## config.mk

```make
export PLATFORM = sky130hd
export DESIGN_NAME = des_key_schedule_flat
export DESIGN_NICKNAME = d
export VERILOG_FILES = /design/src/rtl/des_key_schedule_pkg.sv /design/src/rtl/des_key_schedule_if.sv /design/src/rtl/des_key_schedule_perm.sv /design/src/rtl/des_key_schedule.sv /design/src/flat_wrapper.sv
export SDC_FILE = /design/constraint.sdc
export NUM_CORES = 1
export LEC_CHECK = 0
export CAP_MARGIN = 20
export CORE_AREA = 5 5 160 162
export CTS_BUF_LIST = sky130_fd_sc_hd__clkbuf_16
export CTS_CLUSTER_SIZE = 30
export DETAILED_ROUTE_END_ITERATION = 6
export DIE_AREA = 0 0 165 167
export DONT_BUFFER_PORTS = 1
export MAX_ROUTING_LAYER = met4
export PLACE_DENSITY = 0.87
export SLEW_MARGIN = 5
export SYNTH_ARGS = -nofsm -noshare
export SYNTH_HDL_FRONTEND = slang
export SYNTH_HIERARCHICAL = 1
export SYNTH_SLANG_ARGS = --single-unit
```

## constraint.sdc

```tcl
create_clock -name clk -period 2.9 [get_ports clk]
set_input_delay 0.58 -clock clk [delete_from_list [all_inputs] [get_ports clk]]
set_output_delay 0.58 -clock clk [all_outputs]
set_load 0.02 [all_outputs]
```

## src/rtl/des_key_schedule_pkg.sv

```systemverilog
// des_pkg: DES key-schedule tables, state encoding and C/D rotate helpers.
// Table entries are FIPS 46-3 bit numbers (1-based); vector index = bit - 1.
package des_pkg;
  typedef enum logic [1:0] {IDLE, RUN, DONE} state_t;
  typedef logic [27:0] half_t;
  localparam int PC1_TABLE [56] = '{
    57, 49, 41, 33, 25, 17,  9,
     1, 58, 50, 42, 34, 26, 18,
    10,  2, 59, 51, 43, 35, 27,
    19, 11,  3, 60, 52, 44, 36,
    63, 55, 47, 39, 31, 23, 15,
     7, 62, 54, 46, 38, 30, 22,
    14,  6, 61, 53, 45, 37, 29,
    21, 13,  5, 28, 20, 12,  4
  };
  localparam int PC2_TABLE [48] = '{
    14, 17, 11, 24,  1,  5,
     3, 28, 15,  6, 21, 10,
    23, 19, 12,  4, 26,  8,
    16,  7, 27, 20, 13,  2,
    41, 52, 31, 37, 47, 55,
    30, 40, 51, 45, 33, 48,
    44, 49, 39, 56, 34, 53,
    46, 42, 50, 36, 29, 32
  };
  localparam int SHIFT_SCHED [16] = '{1, 1, 2, 2, 2, 2, 2, 2, 1, 2, 2, 2, 2, 2, 2, 1};
  // DES left rotate moves bit i+1 into bit i, i.e. a vector right shift
  function automatic half_t rot_left(input half_t h, input logic two);
    return two ? {h[1:0], h[27:2]} : {h[0], h[27:1]};
  endfunction
  function automatic half_t rot_right(input half_t h, input logic two);
    return two ? {h[25:0], h[27:26]} : {h[26:0], h[27]};
  endfunction
endpackage

```

## src/rtl/des_key_schedule_if.sv

```systemverilog
// des_key_schedule_if: key-load, schedule-request and round-key handshake bundle.
interface des_key_schedule_if #(
  parameter int NUM_KEYS = 3
);
  localparam int SEL_W = NUM_KEYS > 1 ? $clog2(NUM_KEYS) : 1;
  logic                  key_load;
  logic [64*NUM_KEYS-1:0] key_in;
  logic                  start;
  logic [SEL_W-1:0]      key_sel;
  logic                  decrypt;
  logic                  key_ready;
  logic [47:0]           round_key;
  logic [3:0]            round_num;
  logic                  key_valid;
  logic                  busy;
  logic                  done;
  modport master (
    output key_load, key_in, start, key_sel, decrypt, key_ready,
    input  round_key, round_num, key_valid, busy, done
  );
  modport slave (
    input  key_load, key_in, start, key_sel, decrypt, key_ready,
    output round_key, round_num, key_valid, busy, done
  );
endinterface

```

## src/rtl/des_key_schedule_perm.sv

```systemverilog
// key_permutation1/key_permutation2: combinational DES PC-1 (64->56) and PC-2 (56->48).
module key_permutation1
  import des_pkg::*;
(
  input  logic [63:0] key_i,
  output logic [55:0] pc1_o
);
  logic unused_parity;
  assign unused_parity = ^key_i;
  for (genvar j = 0; j < 56; j++) begin : g_pc1
    assign pc1_o[j] = key_i[PC1_TABLE[j] - 1];
  end
endmodule

module key_permutation2
  import des_pkg::*;
(
  input  logic [55:0] cd_i,
  output logic [47:0] rk_o
);
  logic unused_cd;
  assign unused_cd = ^cd_i;
  for (genvar j = 0; j < 48; j++) begin : g_pc2
    assign rk_o[j] = cd_i[PC2_TABLE[j] - 1];
  end
endmodule

```

## src/rtl/des_key_schedule.sv

```systemverilog
// des_key_schedule: stores NUM_KEYS DES keys and emits the 16 round keys of one, in
// encrypt or decrypt order, one per valid/ready handshake.
module des_key_schedule
  import des_pkg::*;
#(
  parameter int NUM_KEYS = 3
) (
  input  logic                clk,
  input  logic                n_rst,
  des_key_schedule_if.slave   bus
);
  state_t                 state_q;
  logic [64*NUM_KEYS-1:0] store_q;
  half_t                  c_q, d_q, c_ld_d, d_ld_d, c_rot_d, d_rot_d;
  logic                   dec_q, key_valid_q, busy_q, done_q, two;
  logic [3:0]             round_num_q, sched_idx;
  logic [63:0]            sel_key;
  logic [55:0]            pc1;
  // out-of-range selects fall back to key 0
  always_comb begin
    sel_key = store_q[63:0];
    for (int k = 1; k < NUM_KEYS; k++)
      sel_key = (32'(bus.key_sel) == k) ? store_q[64*k +: 64] : sel_key;
  end
  key_permutation1 u_pc1 (.key_i(sel_key), .pc1_o(pc1));
  // encrypt pre-applies the first shift so K1 is ready on the first valid cycle
  assign c_ld_d = bus.decrypt ? pc1[27:0]  : rot_left(pc1[27:0], 1'b0);
  assign d_ld_d = bus.decrypt ? pc1[55:28] : rot_left(pc1[55:28], 1'b0);
  assign sched_idx = dec_q ? 4'd15 - round_num_q : round_num_q + 4'd1;
  assign two = SHIFT_SCHED[sched_idx] == 2;
  assign c_rot_d = dec_q ? rot_right(c_q, two) : rot_left(c_q, two);
  assign d_rot_d = dec_q ? rot_right(d_q, two) : rot_left(d_q, two);
  key_permutation2 u_pc2 (.cd_i({d_q, c_q}), .rk_o(bus.round_key));
  assign bus.round_num = round_num_q;
  assign bus.key_valid = key_valid_q;
  assign bus.busy      = busy_q;
  assign bus.done      = done_q;
  always_ff @(posedge clk or negedge n_rst) begin
    if (!n_rst) begin
      state_q     <= IDLE;
      store_q     <= '0;
      c_q         <= '0;
      d_q         <= '0;
      dec_q       <= 1'b0;
      round_num_q <= '0;
      key_valid_q <= 1'b0;
      busy_q      <= 1'b0;
      done_q      <= 1'b0;
    end else begin
      if (bus.key_load) store_q <= bus.key_in;
      case (state_q)
        IDLE: if (bus.start) begin
          c_q         <= c_ld_d;
          d_q         <= d_ld_d;
          dec_q       <= bus.decrypt;
          round_num_q <= '0;
          key_valid_q <= 1'b1;
          busy_q      <= 1'b1;
          state_q     <= RUN;
        end
        RUN: if (bus.key_ready) begin
          if (round_num_q == 4'd15) begin
            key_valid_q <= 1'b0;
            busy_q      <= 1'b0;
            done_q      <= 1'b1;
            state_q     <= DONE;
          end else begin
            round_num_q <= round_num_q + 4'd1;
            c_q         <= c_rot_d;
            d_q         <= d_rot_d;
          end
        end
        DONE: begin
          done_q  <= 1'b0;
          state_q <= IDLE;
        end
        default: state_q <= IDLE;
      endcase
    end
  end
endmodule
```

## src/flat_wrapper.sv

```systemverilog
// flat-port wrapper written by rule: the top's interface ports become plain ports
module des_key_schedule_flat import des_pkg::*;
#(
  parameter int NUM_KEYS = 3
)
  (clk, n_rst, bus_key_load, bus_key_in, bus_start, bus_key_sel, bus_decrypt, bus_key_ready, bus_round_key, bus_round_num, bus_key_valid, bus_busy, bus_done);
  des_key_schedule_if #(.NUM_KEYS(NUM_KEYS)) bus_i ();
  input  logic clk;
  input  logic n_rst;
  input wire logic [$bits(bus_i.key_load)-1:0] bus_key_load;
  input wire logic [$bits(bus_i.key_in)-1:0] bus_key_in;
  input wire logic [$bits(bus_i.start)-1:0] bus_start;
  input wire logic [$bits(bus_i.key_sel)-1:0] bus_key_sel;
  input wire logic [$bits(bus_i.decrypt)-1:0] bus_decrypt;
  input wire logic [$bits(bus_i.key_ready)-1:0] bus_key_ready;
  output wire logic [$bits(bus_i.round_key)-1:0] bus_round_key;
  output wire logic [$bits(bus_i.round_num)-1:0] bus_round_num;
  output wire logic [$bits(bus_i.key_valid)-1:0] bus_key_valid;
  output wire logic [$bits(bus_i.busy)-1:0] bus_busy;
  output wire logic [$bits(bus_i.done)-1:0] bus_done;
  assign bus_i.key_load = bus_key_load;
  assign bus_i.key_in = bus_key_in;
  assign bus_i.start = bus_start;
  assign bus_i.key_sel = bus_key_sel;
  assign bus_i.decrypt = bus_decrypt;
  assign bus_i.key_ready = bus_key_ready;
  assign bus_round_key = bus_i.round_key;
  assign bus_round_num = bus_i.round_num;
  assign bus_key_valid = bus_i.key_valid;
  assign bus_busy = bus_i.busy;
  assign bus_done = bus_i.done;
  des_key_schedule #(.NUM_KEYS(NUM_KEYS)) u_core (.clk(clk), .n_rst(n_rst), .bus(bus_i));
endmodule
```

# After elaboration in Yosys (flattened, before gate mapping)
# Memory sizes are Yosys's and may differ from the RTL's.
# Cells that the tools add are included.
[op_classes] n_eq_ne=10 n_mux=36 addsub=2 bitwise=1 reduce_logical=8 n_lt_le_gt_ge=1
[ops] op="$mux 28" count=14
[ops] op="$mux 63" count=2
[ops] op="$pmux 28 s2" count=2
[ops] op="$mux 32" count=2
[ops] op="$eq 32x3->1 const B" count=1
[ops] op="$mux 4" count=4
[ops] op="$pmux 4 s2" count=1
[ops] op="$reduce_and 4->1" count=2
[ops] op="$mux 2" count=3
[ops] op="$ne 2x2->1 const B" count=3
[ops] op="$reduce_and 3->1" count=2
[ops] op="$ge 5x5->1 const B" count=1
[ops] op="$mux 1" count=5
[ops] op="$not 4->5" count=1
[ops] op="$add 4x1->4 const B" count=1
[ops] op="$eq 2x1->1 const B" count=2
[ops] op="$eq 2x2->1 const B" count=2
[ops] op="$eq 4x4->1 const B" count=1
[ops] op="$pmux 1 s2" count=2
[ops] op="$pmux 2 s2" count=1
[ops] op="$reduce_bool 2->1" count=2
[ops] op="$sub 4x4->4 const A" count=1
[ops] op="$logic_not 2->1" count=1
[ops] op="$ne 2x1->1 const B" count=1
[ops] op="$reduce_and 2->1" count=1
[word_totals] elab_cells=67 output_inout_bits=55 mem_bits_ro=512 register_bits=256 n_memories=1
[memory_table] name="(no name shown)" depth=16 width=32 rd=1 rd_clocked_by_memory_dff=0 wr=0 line_no="des_key_schedule.sv:30" source="assign two = SHIFT_SCHED[sched_idx] == 2;"

# Logic depth before layout (Yosys ltp)
[depth] ltp_word=12 mapped_depth=11

# Cells and area by module
# The synthesis kept the hierarchy.
[modules_own_cells] module="des_key_schedule" cells_each=1412 instances=1 area_each_um2=14615.3 seq_area_each_um2=6431.2
[modules_own_cells] module="key_permutation1" cells_each=56 instances=1 area_each_um2=420.4 seq_area_each_um2=0.0
[modules_own_cells] module="key_permutation2" cells_each=48 instances=1 area_each_um2=360.3 seq_area_each_um2=0.0

# Worst setup path after synthesis
# No wires, ideal clock.
[synth_path] kind="in2reg" startpoint="input port bus_key_sel[0]" endpoint="register u_core.c_q[17]" setup_slack_ns=0.115 required_ns=2.777 arrival_ns=2.662 setup_ns=0.123 n_path_buf=4 stages=10 path_cell_list="clkbuf_1 clkbuf_1 buf_1 mux2i_1 a21oi_1 buf_4 mux2_2 nor2_1 o21ai_0 o221a_2"
[synth_via] elab_chain_len=6 word_cells_on_any_way=7
[synth_lines] element="from (decl)" line_no="flat_wrapper.sv:13" source="input wire logic [$bits(bus_i.key_sel)-1:0] bus_key_sel;"
[synth_lines] element="$eq 2x1->1" line_no="des_key_schedule.sv:23" source="sel_key = (32'(bus.key_sel) == k) ? store_q[64*k +: 64] : sel_key;"
[synth_lines] element="$mux 63" line_no="des_key_schedule.sv:23"
[synth_lines] element="$mux 63 *" line_no="des_key_schedule.sv:23"
[synth_lines] element="named net u_core.sel_key[50]" line_no="des_key_schedule.sv:17" source="logic [63:0] sel_key;"
[synth_lines] element="$mux 28 *" line_no="des_key_schedule.sv:27" source="assign c_ld_d = bus.decrypt ? pc1[27:0] : rot_left(pc1[27:0], 1'b0);"
[synth_lines] element="$mux 28 *" line_no="des_key_schedule.sv:52" source="IDLE: if (bus.start) begin"
[synth_lines] element="$pmux 28 s2 *" line_no="des_key_schedule.sv:51" source="case (state_q)"
[synth_lines] element="to (signal assigned)" line_no="des_key_schedule.sv:53" source="c_q <= c_ld_d;"
[synth_lines] element="to (signal assigned)" line_no="des_key_schedule.sv:69" source="c_q <= c_rot_d;"
[synth_lines] element="to (decl)" line_no="des_key_schedule.sv:14" source="half_t c_q, d_q, c_ld_d, d_ld_d, c_rot_d, d_rot_d;"
# Mark *: on every way through the listed nets, which the timed path passes. The rest lies on a longest branch. The select of a mux whose other input is x is not followed.
# A chain may end at the register's enable or synchronous reset.

# Final worst setup path
[layout_path] startpoint="register u_core.round_num_q[0] (netlist: u_core/bus.round_num[0])" endpoint="register u_core.d_q[2]"
[layout_via] elab_chain_len=12 word_cells_on_any_way=17
[layout_lines] element="from (decl)" line_no="des_key_schedule.sv:16" source="logic [3:0] round_num_q, sched_idx;"
[layout_lines] element="from (signal assigned)" line_no="des_key_schedule.sv:68" source="round_num_q <= round_num_q + 4'd1;"
[layout_lines] element="$add 4x1->4 or $sub 4x4->4 (tied branches)" line_no="des_key_schedule.sv:29" source="assign sched_idx = dec_q ? 4'd15 - round_num_q : round_num_q + 4'd1;"
[layout_lines] element="$mux 4" line_no="des_key_schedule.sv:29"
[layout_lines] element="$not 4->5 (implied by the code)" line_no="des_key_schedule.sv:30"
[layout_lines] element="$mem_v2 16x32"
[layout_lines] element="$mux 32 (implied by the code) (2 in a row)" line_no="des_key_schedule.sv:30"
[layout_lines] element="$eq 32x3->1" line_no="des_key_schedule.sv:30"
[layout_lines] element="$mux 28, on equally long branches" line_no="des_key_schedule_pkg.sv:29, des_key_schedule_pkg.sv:32"
[layout_lines] element="$mux 28" line_no="des_key_schedule.sv:32" source="assign d_rot_d = dec_q ? rot_right(d_q, two) : rot_left(d_q, two);"
[layout_lines] element="$mux 28" line_no="des_key_schedule.sv:62" source="if (round_num_q == 4'd15) begin"
[layout_lines] element="$mux 28" line_no="des_key_schedule.sv:61" source="RUN: if (bus.key_ready) begin"
[layout_lines] element="$pmux 28 s2" line_no="des_key_schedule.sv:51"
[layout_lines] element="to (signal assigned)" line_no="des_key_schedule.sv:54" source="d_q <= d_ld_d;"
[layout_lines] element="to (signal assigned)" line_no="des_key_schedule.sv:70" source="d_q <= d_rot_d;"
[layout_lines] element="to (decl)" line_no="des_key_schedule.sv:14"
# Several ways; a longest one is shown, not always the timed one. The select of a mux whose other input is x is not followed.

==> flow_metrics.env <==
export IMPL_postSynthAreaPerCell_sq_um=9.95
export IMPL_pin_count=255
export IMPL_reg2regPathDepth=9
export IMPL_track_usage_pct=28.6
export IMPL_die_h_um=167
export IMPL_synth_warnings=6
export IMPL_finalNonFillerCells=1629
export IMPL_grt_pass1_wl_um=60900
export IMPL_whs_ns=-0.254
export IMPL_path_class="flop to flop"
export IMPL_p_leak_nw=5.96
export IMPL_synth_area_sq_um=14300
export IMPL_worst_slew_pin_slew_ns=0.600
export IMPL_drt_wirelength_per_cell_um=24.4
export IMPL_clk_pin_slew_ns=0.06
export IMPL_firstDrtPassIters=6
export IMPL_route_detailed_drc=0
export IMPL_r2r_slack_ns=0.22
export IMPL_fin_area_sq_um=14700
export IMPL_grt_pass1_vias=10500
export IMPL_seqPwrFrac_pct=31.8
export IMPL_grt_overflow=0
export IMPL_tritoncts="built"
export IMPL_skew_ns=0.00878
export IMPL_status="complete, but fails checks"
export IMPL_drt_initial_drc_count=1248
export IMPL_final_nets=1477
export IMPL_drive_gt1_share_pct=24.1
export IMPL_p_sw_share_pct=43.6
export IMPL_start_util_pct=59.7
export IMPL_timing_critical_path_from_type="flop"
export IMPL_final_min_clock_period_ns=2.68
export IMPL_area_growth_syn_to_layout_pct=2.71
export IMPL_viasPerCell=6.62
export IMPL_place_congestion=0.937
export IMPL_final_setup_worst_slack_ns=0.218
export IMPL_netSwitchingPower_mw=7.18
export IMPL_totalPowerFinal_mw=16.5
export IMPL_port_buffers=0
export IMPL_syn_inst=1436
export IMPL_fp_dieW_um=165
export IMPL_r2r_end="u_core/d_q[2]"
export IMPL_slew_headroom_pct=60.0
export IMPL_grt_max_degree=234
export IMPL_via_count=10800
export IMPL_clock_sinks=233
export IMPL_max_cap_violations=0
export IMPL_violations="hold timing"
export IMPL_rows=57
export IMPL_clkPwrFrac_pct=20.5
export IMPL_maxSlewViolCount=0
export IMPL_place_area_sq_um=13800
export IMPL_cp_end_kind="flop"
export IMPL_hold_viol=233
export IMPL_pwr_share_comb_pct=47.7
export IMPL_cts_htree_levels=1
export IMPL_drt_wl_total_um=39800
export IMPL_layout_cells_most_common="dfrtp_1"
export IMPL_min_period_over_period_pct=92.5
export IMPL_final_cell_mix="dfrtp_1 (233), mux2_2 (189), a21oi_1 (125), o21ai_0 (97), mux2i_1 (93)"
export IMPL_antenna_found_initial=11
export IMPL_dp_slack_ns=-0.0289
export IMPL_fmax_mhz=373
export IMPL_ant_nets=0
export IMPL_dieArea_sq_um=27600
export IMPL_clk_latency_ns=0.53
export IMPL_timing_rr_start="u_core/bus.round_num[0]"
export IMPL_internal_power_mw=9.28
export IMPL_vdd_drop_max_v=0.000715
export IMPL_place_hpwl_um=27500
export IMPL_core_area_sq_um=24000
export IMPL_synth_fp_nets=1638
export IMPL_cp_arrival_ns=3.11
export IMPL_clk_path_buf_depth=3
export IMPL_crit_path_max_fanout=15
export IMPL_cp_data_required_time_ns=3.33
export IMPL_root_buffer="clkbuf_16"
export IMPL_hp_class="primary input to async pin"
export IMPL_p_per_area_nw_per_um2=1120
export IMPL_numCtsBuffers=25
export IMPL_rsz0062_at_grt="false"
export IMPL_dp_cells=1569
export IMPL_setup_viol=0
critical path, cell delays in order, from the launching register on:
cell	delay [ns]
dfrtp_1	0.43
ha_1	0.37
or4bb_1	0.19
a31oi_1	0.09
or4_4	0.66
buf_4	0.20
a21oi_4	0.13
buf_12	0.16
a21oi_1	0.08
a221oi_1	0.27
worst max path at each step:
| stage | slack, ns | startpoint | to |
|---|---|---|---|
| 2_1_floorplan | 0.18 | bus_key_sel[0] | u_core/c_q[18] |
| 3_3_place_gp | 0.05 | u_core/bus.round_num[0] | u_core/c_q[20] |
| 3_5_place_dp | -0.03 | u_core/bus.round_num[0] | u_core/d_q[12] |
| 4_1_cts | 0.14 | u_core/bus.round_num[0] | u_core/d_q[21] |
| 5_1_grt | 0.04 | u_core/bus.round_num[0] | u_core/d_q[19] |
| 6_report | 0.22 | u_core/bus.round_num[0] | u_core/d_q[2] |
stage by stage:
| stage | setup TNS [ns] | util (%) |
|---|---|---|
| 6_report | 0 | 61.3 |
| 5_1_grt | 0 | 61.3 |
| 4_1_cts | 0 | 61.0 |
| 3_5_place_dp | -0.0449 | 57.4 |
| 3_3_place_gp | 0 | 57.4 |
| 2_1_floorplan | 0 | - |
power groups by stage:
stage | clock network [mW] | logic, mW | registers [mW]
after floorplan | 0 | 6.86 | 4.48
after global placement | 0 | 7.26 | 5.24
after detailed placement | 0 | 7.46 | 5.29
after CTS | 3.42 | 7.52 | 5.23
after global routing | 3.55 | 8.47 | 5.35
final | 3.38 | 7.85 | 5.23
what timing repair did:
| item | 4_1_cts | 5_1_grt |
|---|---|---|
| gates resized for setup | 1 | 3 |
| endpoints found under the hold margin | 233 | 233 |
| gates cloned | 0 | 0 |
| buffers inserted | 0 | 3 |
| endpoints found under the setup margin | 3 | 12 |
| pin swaps | 0 | 2 |
sequential cells by signal, indices dropped and copies added (netlist names):
register and cells:
u_core/state_q 2, u_core/bus.done 1, u_core/store_q 168, u_core/bus.round_num 4, u_core/dec_q 1, u_core/bus.busy 1
u_core/d_q 28, u_core/c_q 28
final cells by class:
type	count	area, sq um
diodes	12	30.0
clock buffers	25	626
clock inverters	20	235
fillers	1943	9280
inverters	4	15.0
multi-input cells	967	7160
flip-flops and latches	233	5830
well taps	324	405
repair buffers	44	384
metal layers:
layer  track usage [%]  vias up  share of wire (%)  wire length, um
met3              10.1       54                 12             4740
met5                 -        -                  0                0
met1              37.5     5268                 40            15800
met4              5.97        0                2.0              813
li1                  -     4833                  -                -
met2              43.2      626                 46            18500
Power figures use the tool's default switching activity.
